<file path="config.mk">
export PLATFORM = sky130hd
export DESIGN_NAME = rxmacfilter
export DESIGN_NICKNAME = d
export VERILOG_FILES = /design/src/rtl/rxmacfilter.sv
export SDC_FILE = /design/constraint.sdc
export NUM_CORES = 1
export LEC_CHECK = 0
export ABC_AREA = 1
export BUFFER_PORTS_ARGS = -buffer_cell sky130_fd_sc_hd__buf_2
export CORE_MARGIN = 2
export CORE_UTILIZATION = 45
export DETAILED_ROUTE_END_ITERATION = 16
export HOLD_SLACK_MARGIN = 0.03
export PLACE_DENSITY = 0.72
export SLEW_MARGIN = 25
export SYNTH_ARGS = -nofsm -noshare
export SYNTH_HDL_FRONTEND = slang
export SYNTH_SLANG_ARGS = --single-unit
</file>
<file path="constraint.sdc">
create_clock -name i_clk -period 2.4 [get_ports i_clk]
set_input_delay 0.48 -clock i_clk [delete_from_list [all_inputs] [get_ports i_clk]]
set_output_delay 0.48 -clock i_clk [all_outputs]
set_load 0.01 [all_outputs]
</file>
<file path="src/rtl/rxmacfilter.sv">
// Receive-side destination MAC filter: delays the byte stream by six strobes and lets a
// packet through only if it is addressed to us, broadcast, multicast (optional) or promiscuous.
module rxmacfilter #(
  parameter logic OPT_MULTICAST = 1'b1
) (
  input  logic        i_clk,
  input  logic        i_reset,
  input  logic        i_ce,
  input  logic        i_en,
  input  logic [47:0] i_hw_mac,
  input  logic        i_v,
  input  logic [7:0]  i_byte,
  output logic        o_v,
  output logic [7:0]  o_byte,
  output logic        o_bcast,
  output logic        o_mcast,
  output logic        o_match,
  output logic        o_drop
);

  typedef enum logic [2:0] {IDLE, ADDR, PASS, REJECT, DRAIN} state_t;

  state_t           state, state_nxt;
  logic             synced, en_l, accept, mute;
  logic             eq_r, ff_r, mc_r;
  logic             eq_n, ff_n, mc_n, ok;
  logic             v_in, v_shift, take, drop_set;
  logic [2:0]       pos;
  logic [47:0]      r_hw;
  logic [7:0]       hw_byte;
  logic [5:0]       dv;
  logic [5:0][7:0]  db;

  // A packet that starts before the line has drained is muted so it never reaches o_v.
  assign v_in    = i_v & synced;
  assign v_shift = v_in & ~mute & (state != DRAIN);
  assign o_v     = dv[5] & accept;
  assign o_byte  = db[5];

  always_comb begin
    case (pos)
      3'd0:    hw_byte = r_hw[47:40];
      3'd1:    hw_byte = r_hw[39:32];
      3'd2:    hw_byte = r_hw[31:24];
      3'd3:    hw_byte = r_hw[23:16];
      3'd4:    hw_byte = r_hw[15:8];
      3'd5:    hw_byte = r_hw[7:0];
      default: hw_byte = 8'h00;
    endcase
  end

  always_comb begin
    eq_n = ((pos == 3'd0) ? 1'b1 : eq_r) & (i_byte == hw_byte);
    ff_n = ((pos == 3'd0) ? 1'b1 : ff_r) & (i_byte == 8'hff);
    mc_n = (pos == 3'd0) ? i_byte[0] : mc_r;
    ok   = ~en_l | eq_n | ff_n | (OPT_MULTICAST & mc_n);
  end

  always_comb begin
    state_nxt = state;
    take      = 1'b0;
    drop_set  = 1'b0;
    case (state)
      IDLE: if (v_in) state_nxt = ADDR;
      ADDR: begin
        if (!v_in) begin
          state_nxt = DRAIN;
          drop_set  = 1'b1;
        end else if (pos == 3'd5) begin
          take      = 1'b1;
          drop_set  = ~ok;
          state_nxt = ok ? PASS : REJECT;
        end
      end
      PASS, REJECT: if (!v_in) state_nxt = DRAIN;
      DRAIN: begin
        if (v_in) begin
          state_nxt = REJECT;
          drop_set  = 1'b1;
        end else if (!dv[4]) begin
          state_nxt = IDLE;
        end
      end
      default: state_nxt = IDLE;
    endcase
  end

  always_ff @(posedge i_clk) begin
    if (i_reset)   state <= IDLE;
    else if (i_ce) state <= state_nxt;
  end

  // Decision and flags clear once the last valid byte has left the final stage.
  always_ff @(posedge i_clk) begin
    if (i_reset) begin
      synced  <= 1'b0;
      mute    <= 1'b0;
      dv      <= '0;
      db      <= '0;
      pos     <= 3'd0;
      r_hw    <= i_hw_mac;
      en_l    <= i_en;
      eq_r    <= 1'b0;
      ff_r    <= 1'b0;
      mc_r    <= 1'b0;
      accept  <= 1'b0;
      o_match <= 1'b0;
      o_bcast <= 1'b0;
      o_mcast <= 1'b0;
      o_drop  <= 1'b0;
    end else if (i_ce) begin
      if (!i_v) begin
        synced <= 1'b1;
        r_hw   <= i_hw_mac;
        en_l   <= i_en;
      end
      dv <= {dv[4:0], v_shift};
      db <= {db[4:0], i_byte};
      if (!v_in)              pos <= 3'd0;
      else if (pos != 3'd6)   pos <= pos + 3'd1;
      eq_r <= eq_n;
      ff_r <= ff_n;
      mc_r <= mc_n;
      if (!v_in)               mute <= 1'b0;
      else if (state == DRAIN) mute <= 1'b1;
      o_drop <= drop_set;
      if (take) begin
        accept  <= ok;
        o_match <= ok & eq_n;
        o_bcast <= ok & ff_n;
        o_mcast <= ok & mc_n & ~ff_n;
      end else if (!dv[4]) begin
        accept  <= 1'b0;
        o_match <= 1'b0;
        o_bcast <= 1'b0;
        o_mcast <= 1'b0;
      end
    end
  end

endmodule

</file>
==> results, run 1 <==
- The longest clock path from root to sink contains 2 buffers.
- The floorplan core area is 0.0104 mm2.
- Cells with a size suffix above 1 make up around 21% of the layout.
- The final net count is between 600 and 700.
- The area growth from synthesis to layout is 20.2%.
- The detailed-router iteration count before antenna repair is 4.
- For the pin with the worst max-slew slack, the measured transition is between 0.5 and 0.6 ns.
- In the synthesized netlist the async set-or-reset flop fraction comes to 0%.
- The worst setup slack after placement is 0.224 ns.
- The all-layer global routing usage is 19.8%.
- The number of standard cells after synthesis is 555.
- By startpoint and endpoint, the worst setup path is classified as flip-flop to flip-flop.
- In this run the power density over the cells is a little under 900 mW/mm2.
- Counting flops with a built-in enable in the synthesized netlist gives just under 50.
- In this run the number of H-tree levels came out at 4.
- The maximum resistive drop on vdd is 0.478 mV.
- The number of endpoints with negative hold slack in the final report is 0.
- Setup violations remaining at the end of the flow were counted as 0.
- The post-layout total power is between 5 and 6 mW.
- The sequential share of the synthesized area is between 50% and 60%.
- The die is between 100 and 150 um wide.
- For this run, design rule violations remaining after detail routing come to 0.
- During synthesis, Yosys emitted a total of 0 warnings.
- The chip height is approximately 110 um.
- In the post-route analysis, the smallest setup slack over all paths is around 0.23 ns.
- The post-DP HPWL is 6.52 mm.
- After clock tree synthesis, the clock-pin slew on the worst setup and hold paths is around 0.060 ns.
- The final max-slew violation count is 0.
- The tightest min-delay check is of the input port to flip-flop type.
- The final period demand of the worst path is 2.17 ns.
- The final standard cell utilization of the core is between 50% and 60%.
- Headroom to the max-slew limit came out at 62.1%.
- The fraction of synthesized cell area taken by the top area cell type is 30.2%.
- For the worst setup path, the data required time is about 2.8 ns.
- The starting utilization of the core area is a little under half.
- The leakage dissipation is approximately 2.6 nW.
- The initial antenna violation count is 2.
- The arrival time at the worst endpoint is roughly 2.6 ns.
- TritonCTS built the clock tree.
- The final-layout fill cell count is 919.
- The synthesized area divided by synthesized cell count is roughly 8.8 um2.
- STA classifies the critical path startpoint as a flip-flop.
- The number of vias after detailed routing is a little under 4000.
- The dominant synthesized flop cell is sky130_fd_sc_hd__dfxtp_1.
- The number of vias per cell is around 5.
- The total area of multi-input combinational cells is 0.00167 mm2.
- By area the synthesized netlist is led by sky130_fd_sc_hd__edfxtp_1, sky130_fd_sc_hd__dfxtp_1, sky130_fd_sc_hd__nor2_1.
- The port buffer count is 73.
- The net count of the mapped netlist is approximately 620.
- Entering global routing, the biggest net connects 70 pins.
- The clock tree skew after final layout is approximately 0.0089 ns.
- The register area is between 0.002 and 0.003 mm2.
- In this run the worst path has a maximum fanout of 11.
- Setup repair after global routing left no endpoint under its margin.
- After clock tree synthesis, the setup repair step added 0 buffers.
- The sort of element at the end of the critical path is a flip-flop.
- The count of routing violations after the opening detailed-route iteration is just under 400.
- The tool flagged a number of max-cap violations equal to 0.
- The full die area is between 0.01 and 0.015 mm2.
- The largest total area in the synthesized netlist belongs to sky130_fd_sc_hd__edfxtp_1.
- The first global-routing pass estimated ~18 mm of wire.
- The post-route clock period utilization is a little over 90%.
- The routability congestion estimate is roughly 0.83.
- Global routing finished with a remaining overflow of 0.
- Dividing the detail-routed wire length by the instance count gives approximately 14 um.
- The upper clock frequency limit is approximately 460 MHz.
- The number of instances on the worst hold path is 1.
- The number of distinct library cells after synthesis is 31.
- The count of standard-cell rows is 37.
- The number of clock buffers inserted by TritonCTS is 17.
- The post-route antenna net violation count is 0.
- The flow ran to the end, and the final reports show no timing, DRC or antenna violations.
- The aggregate negative setup slack is 0 ns.
- CTS placed an instance of sky130_fd_sc_hd__clkbuf_8 at the clock tree root.
- The via count of the first global-routing pass came to ~3900.
- The netlist area before placement is between 0.004 and 0.005 mm2.
- For the worst-skew pair, the clock arrives at the later sink with an insertion delay of approximately 0.53 ns.
- The post-synthesis sequential element count is roughly 120.
- 74 I/O pins were placed.
- The worst reg-to-reg path cell count is 17.
- For this block, the routed nets add up to 10.4 mm of wire.
- CTS saw between 100 and 150 sinks.
-- flip-flops by register name, summed over array words and instances, names as in the netlist, 3 cells and up --
signal / flops
pos: 3
dv: 6
r_hw: 48
o_byte: 8
state: 3
db: 40
-- cell type report --
type | instances | share of cell area, %
Antenna cell | 1 | 0.0427
Inverter | 40 | 2.56
Sequential cell | 119 | 49.1
Timing Repair Buffer | 81 | 7.48
Multi-Input combinational cell | 359 | 28.4
Clock buffer | 17 | 7.07
Clock inverter | 15 | 2.41
Tap cell | 136 | 2.91
-- logic make-up after synthesis --
| logic type | count (synthesis) | synth area share, % |
|---|---|---|
| DFF | 119 | 59.0 |
| and+or+nand+nor | 261 | 22.7 |
| adders and majority gates | 5 | 1.28 |
| AOI/OAI and AO/OA | 93 | 9.97 |
| buffers and inverters | 77 | 7.09 |
-- stage by stage --
stage / hold slack, ns / cell area, um2 / instances
after detailed placement: 0.441 / 5290 / 735
after global placement: 0.438 / 5290 / 735
after floorplan: 0.430 / 4870 / 555
after global routing: 0.0918 / 5860 / 768
after CTS: 0.109 / 5840 / 767
final: 0.122 / 5860 / 768
-- metal layers --
metal  GRT usage, %  up-vias  share of wire [%]
met5              0        -               0.12
met4           9.16        2                2.2
met3           7.35       28                6.2
met2           31.8      120                 49
met1           23.6     1753                 43
li1               -     1950                  -
-- path summary, 6_finish.rpt --
kind                                          start                    end  slack (ns)
worst max register to register  pos[0]$_SDFFE_PP0P_  state[0]$_SDFFE_PP0P_        0.23
worst min register to register  synced$_SDFFE_PP0P_    synced$_SDFFE_PP0P_        0.45
worst max-delay path            pos[0]$_SDFFE_PP0P_  state[0]$_SDFFE_PP0P_        0.23
worst min-delay path                    i_hw_mac[0]      r_hw[0]$_DFFE_PP_        0.12
-- report_power, final --
part / leakage, nW / internal (mW) / total [mW] / switching [mW]
sequential: 1.07 / 2.27 / 2.33 / 0.0597
combinational: 1.27 / 0.155 / 0.426 / 0.271
clock: 0.276 / 1.39 / 2.39 / 0.992
-- timing repair --
action / 4_1_cts / 5_1_grt
gates resized for setup: 0 / 4
hold buffers: 0 / 0
endpoints found under the setup margin: 0 / 5
-- layout by cell type, fill, tap and decap left out, types with 16 or more instances in the layout --
| cell type | netlist | routed |
|---|---|---|
| sky130_fd_sc_hd__a21oi_1 | 25 | 25 |
| sky130_fd_sc_hd__buf_2 | 3 | 73 |
| sky130_fd_sc_hd__clkbuf_16 | 0 | 16 |
| sky130_fd_sc_hd__dfxtp_1 | 70 | 69 |
| sky130_fd_sc_hd__edfxtp_1 | 49 | 49 |
| sky130_fd_sc_hd__inv_1 | 37 | 37 |
| sky130_fd_sc_hd__nand2_1 | 92 | 91 |
| sky130_fd_sc_hd__nand3_1 | 36 | 36 |
| sky130_fd_sc_hd__nor2_1 | 112 | 111 |
| sky130_fd_sc_hd__o21ai_0 | 54 | 54 |
-- cells in the mapped netlist (3+ instances only) --
library cell               count
sky130_fd_sc_hd__nor2_1      112
sky130_fd_sc_hd__nand2_1      92
sky130_fd_sc_hd__dfxtp_1      70
sky130_fd_sc_hd__o21ai_0      54
sky130_fd_sc_hd__edfxtp_1     49
sky130_fd_sc_hd__inv_1        37
sky130_fd_sc_hd__nand3_1      36
sky130_fd_sc_hd__a21oi_1      25
sky130_fd_sc_hd__clkbuf_1     19
sky130_fd_sc_hd__buf_4        10
sky130_fd_sc_hd__o21ai_1       7
sky130_fd_sc_hd__ha_1          5
sky130_fd_sc_hd__nor3_1        5
sky130_fd_sc_hd__nand3_2       4
sky130_fd_sc_hd__a211oi_1      3
sky130_fd_sc_hd__buf_1         3
sky130_fd_sc_hd__buf_2         3
sky130_fd_sc_hd__inv_2         3
-- critical path, stage by stage, from the launching register on --
cell and delay, ns:
sky130_fd_sc_hd__dfxtp_1 0.38, sky130_fd_sc_hd__inv_1 0.11, sky130_fd_sc_hd__ha_1 0.22, sky130_fd_sc_hd__buf_4 0.18, sky130_fd_sc_hd__nand3_1 0.10, sky130_fd_sc_hd__nand2_1 0.06, sky130_fd_sc_hd__nor2_1 0.11, sky130_fd_sc_hd__nand2_1 0.10
sky130_fd_sc_hd__nand2_1 0.07, sky130_fd_sc_hd__nand2_1 0.05, sky130_fd_sc_hd__nand2_1 0.06, sky130_fd_sc_hd__nand2_1 0.06, sky130_fd_sc_hd__nor2_2 0.11, sky130_fd_sc_hd__nand3_2 0.12, sky130_fd_sc_hd__nand3_1 0.12, sky130_fd_sc_hd__nand2_1 0.06
sky130_fd_sc_hd__nand2_1 0.07, sky130_fd_sc_hd__a21oi_1 0.07
Power figures use the tool's default switching activity.
==> inputs of run 2 (changes only) <==
--- a/config.mk
+++ b/config.mk
@@ -8,10 +8,10 @@
 export ABC_AREA = 1
 export BUFFER_PORTS_ARGS = -buffer_cell sky130_fd_sc_hd__buf_2
 export CORE_MARGIN = 2
-export CORE_UTILIZATION = 45
+export CORE_UTILIZATION = 30
 export DETAILED_ROUTE_END_ITERATION = 16
 export HOLD_SLACK_MARGIN = 0.03
-export PLACE_DENSITY = 0.72
+export PLACE_DENSITY = 0.53
 export SLEW_MARGIN = 25
 export SYNTH_ARGS = -nofsm -noshare
 export SYNTH_HDL_FRONTEND = slang
==> results, run 2 (same netlist as run 1, synthesis figures left out) <==
- The run finished with clean final reports.
- The sort of element at the end of the critical path is a flip-flop.
- Input and output buffers added on the ports amount to 73.
- Summed over all nets, the half-perimeter wirelength after detailed placement is just over 7 mm.
- Global routing finished with a remaining overflow of 0.
- Entering global routing, the biggest net connects 70 pins.
- After the first detailed-routing iteration, the DRC count stood at about 300.
- The combinational share of power is about 8%.
- Internal power comes to roughly 4 mW.
- In this run the worst hold path is classified as input port to flip-flop.
- The flip-flop count of the largest register after layout is between 40 and 50.
- The cts-stage hold buffer count is 0.
- Across the run, the number of max-cap violations was 0.
- Once the floorplan was initialized, standard cells occupied a little under a third of the core.
- The analysis attributes to cell leakage a power of approximately 2.6 nW.
- The final max-slew violation count is 0.
- The latest clock arrival within the worst-skew pair is just over 0.4 ns.
- The die covers approximately 0.017 mm2.
- For this run, design rule violations remaining after detail routing come to 0.
- In this run the remaining antenna-violating nets after routing total 0.
- The upper clock frequency limit is around 470 MHz.
- In this run the cell area measured after placement is 0.00541 mm2.
- For the worst setup path, the data arrival time is approximately 2.4 ns.
- The final standard cell utilization of the core is between 30% and 40%.
- The worst max-slew margin expressed relative to the limit is between 60% and 70%.
- After floorplanning, the core was sized to cover between 0.015 and 0.02 mm2.
- The first global-routing pass estimated between 15 and 20 mm of wire.
- Buffers inserted during clock tree synthesis total 17.
- Counting stages on the worst path, the most repeated cell is sky130_fd_sc_hd__nand2_1.
- The root buffer cell chosen for the clock tree is sky130_fd_sc_hd__clkbuf_16.
- The ratio of cells with drive above 1 in the final layout is around a fifth.
- The total I/O pin count is between 70 and 80.
- The die extent in x is about 130 um.
- The via count of the first global-routing pass is 3826.
- The buffer depth of the longest clock path is 2.
- Final hold analysis gives a worst-case slack of between 0.2 and 0.25 ns.
- Setup violations remaining at the end of the flow were counted as 0.
- The H-tree generated during clock tree synthesis spans 4 levels.
- Global routing consumed, over all layers together, around an eighth of the routing resources.
- Registers are responsible for between 40% and 50% of the overall power.
- The library cell used most frequently in the layout, excluding fill and tap cells, is sky130_fd_sc_hd__nor2_1.
- Dividing the detail-routed wire length by the instance count gives between 10 and 15 um.
- The number of vias after detailed routing is ~3800.
- Summed over all failing endpoints, the final setup total negative slack is 0 ns.
- In this run the worst path has a maximum fanout of 9.
- Setup repair after global routing left no endpoint under its margin.
- Counting I/O delays and the setup requirement, the final critical path takes 2.13 ns.
- The startpoint kind of the worst setup timing path is a flip-flop.
- The final layout contains routed wiring with a total length of around 11 mm.
- The critical path is of the flip-flop to flip-flop type.
- Traced cell by cell, the critical path runs through inv_1, ha_1, nand3_1, nand2_1, nor2_1, nand2_1, nand2_1, nand2_1, nand2_1, inv_1, nand2_1, nor2_2, nand3_2, nand3_1, nand2_1, nand2_1, a21oi_1.
- The initial antenna violation count is 1.
- The required arrival time at the worst endpoint is 2.69 ns.
- The count of standard-cell rows is 46.
- The number of endpoints with negative hold slack in the final report is 0.
- The detailed-router iteration count before antenna repair is 4.
- In this run, the clock network consumes 47.5% of the power.
- In this design, the stage delay of the slowest critical-path cell is about 0.46 ns.
- The CTS tree is yes.
- More flip-flops sit in one register than any other, and that register is r_hw.
- The net switching component of the power is roughly 1.2 mW.
- CTS saw approximately 120 sinks.
- At the end of routability-driven placement, the weighted congestion stood at between 0.8 and 0.9.
- Dividing total power by cell area gives a power density of 874 mW/mm2.
- From bottom edge to top edge, the die measures around 130 um.
- The transition time of the tightest slew-check pin is around 0.59 ns.
- Dividing the detail-routed via count by the number of cells gives approximately 4.5.
- Leaving out fill and tap cells, the most frequent cells in the layout are sky130_fd_sc_hd__nor2_1, sky130_fd_sc_hd__nand2_1, sky130_fd_sc_hd__buf_2.
- Compared with the post-synthesis result, the final layout area differs by 23.2%.
- For flop-to-flop paths, the worst setup slack is ~0.27 ns.
- The final net count is 685.
- The worst-case IR drop observed on VDD is around 0.56 mV.
- On the critical path, the stage with the largest delay is an instance of sky130_fd_sc_hd__ha_1.
- Dividing the final minimum period by the clock period gives 88.9%.
- The switching power as a share of total power is between 20% and 30%.
- The post-route cell area is between 0.006 and 0.007 mm2.
- Between clock sinks in the finished design, the worst skew comes to about 0.009 ns.
- Clock-pin slew was measured on the worst setup and hold paths at around 0.05 ns.
run 2: cell types whose count changed in the layout (fill, tap and decap cells not counted), sizes merged:
cell,before,now
clkinvlp,1,3
clkbuf,17,18
bufinv,1,3
buf,81,82
inv,48,41
clkinv,5,7
run 2: worst max-delay path: cells and delay by family (launching register included):
| kind | cells | cell delay, ns |
|---|---|---|
| flops | 1 | 0.33 |
| buf+inv | 2 | 0.17 |
| compound gates | 1 | 0.06 |
| simple gates | 13 | 0.98 |
| fa+ha+maj | 1 | 0.46 |
run 2: final timing paths:
path	start	endpoint	depth (start not counted)
max reg2reg	pos[0]$_SDFFE_PP0P_	state[0]$_SDFFE_PP0P_	17
max	pos[0]$_SDFFE_PP0P_	state[0]$_SDFFE_PP0P_	17
min	i_hw_mac[7]	r_hw[7]$_DFFE_PP_	1
min reg2reg	synced$_SDFFE_PP0P_	synced$_SDFFE_PP0P_	2
run 2: power groups by stage:
stage          Combinational (mW)  Clock (mW)  Sequential, mW
6_report                    0.424        2.49            2.33
5_1_grt                     0.488        2.65            2.34
4_1_cts                     0.428        2.56            2.33
3_5_place_dp                0.425           0            2.37
3_3_place_gp                0.419           0            2.37
2_1_floorplan               0.298           0            2.35
run 2: what timing repair did:
action | in CTS | in global routing
setup endpoints to repair | 0 | 5
gates resized for setup | 0 | 3
setup buffers | 0 | 0
run 2: cell type report:
| cell class | instances | area, um2 |
|---|---|---|
| timing repair buffer | 82 | 458 |
| inverter | 40 | 150 |
| fill | 1643 | 9880 |
| multi-input combinational | 359 | 1660 |
| clock inverter | 14 | 158 |
| tap | 216 | 270 |
| clock buffer | 18 | 429 |
| sequential | 119 | 2870 |
| antenna | 1 | 2.50 |
run 2: stage by stage:
stage	instances	power (mW)	worst slack (ns)
6_report	849	5.25	0.266
3_5_place_dp	816	2.80	0.196
3_3_place_gp	816	2.79	0.265
2_1_floorplan	555	2.65	0.271
5_1_grt	848	5.48	0.0151
4_1_cts	848	5.31	0.183
run 2: per-layer routing:
layer	global-route usage (%)	part of all wire, %
met1	15.6	46
met2	20.4	46
met3	5.09	6.5
met4	5.98	1.6
met5	0	0.11
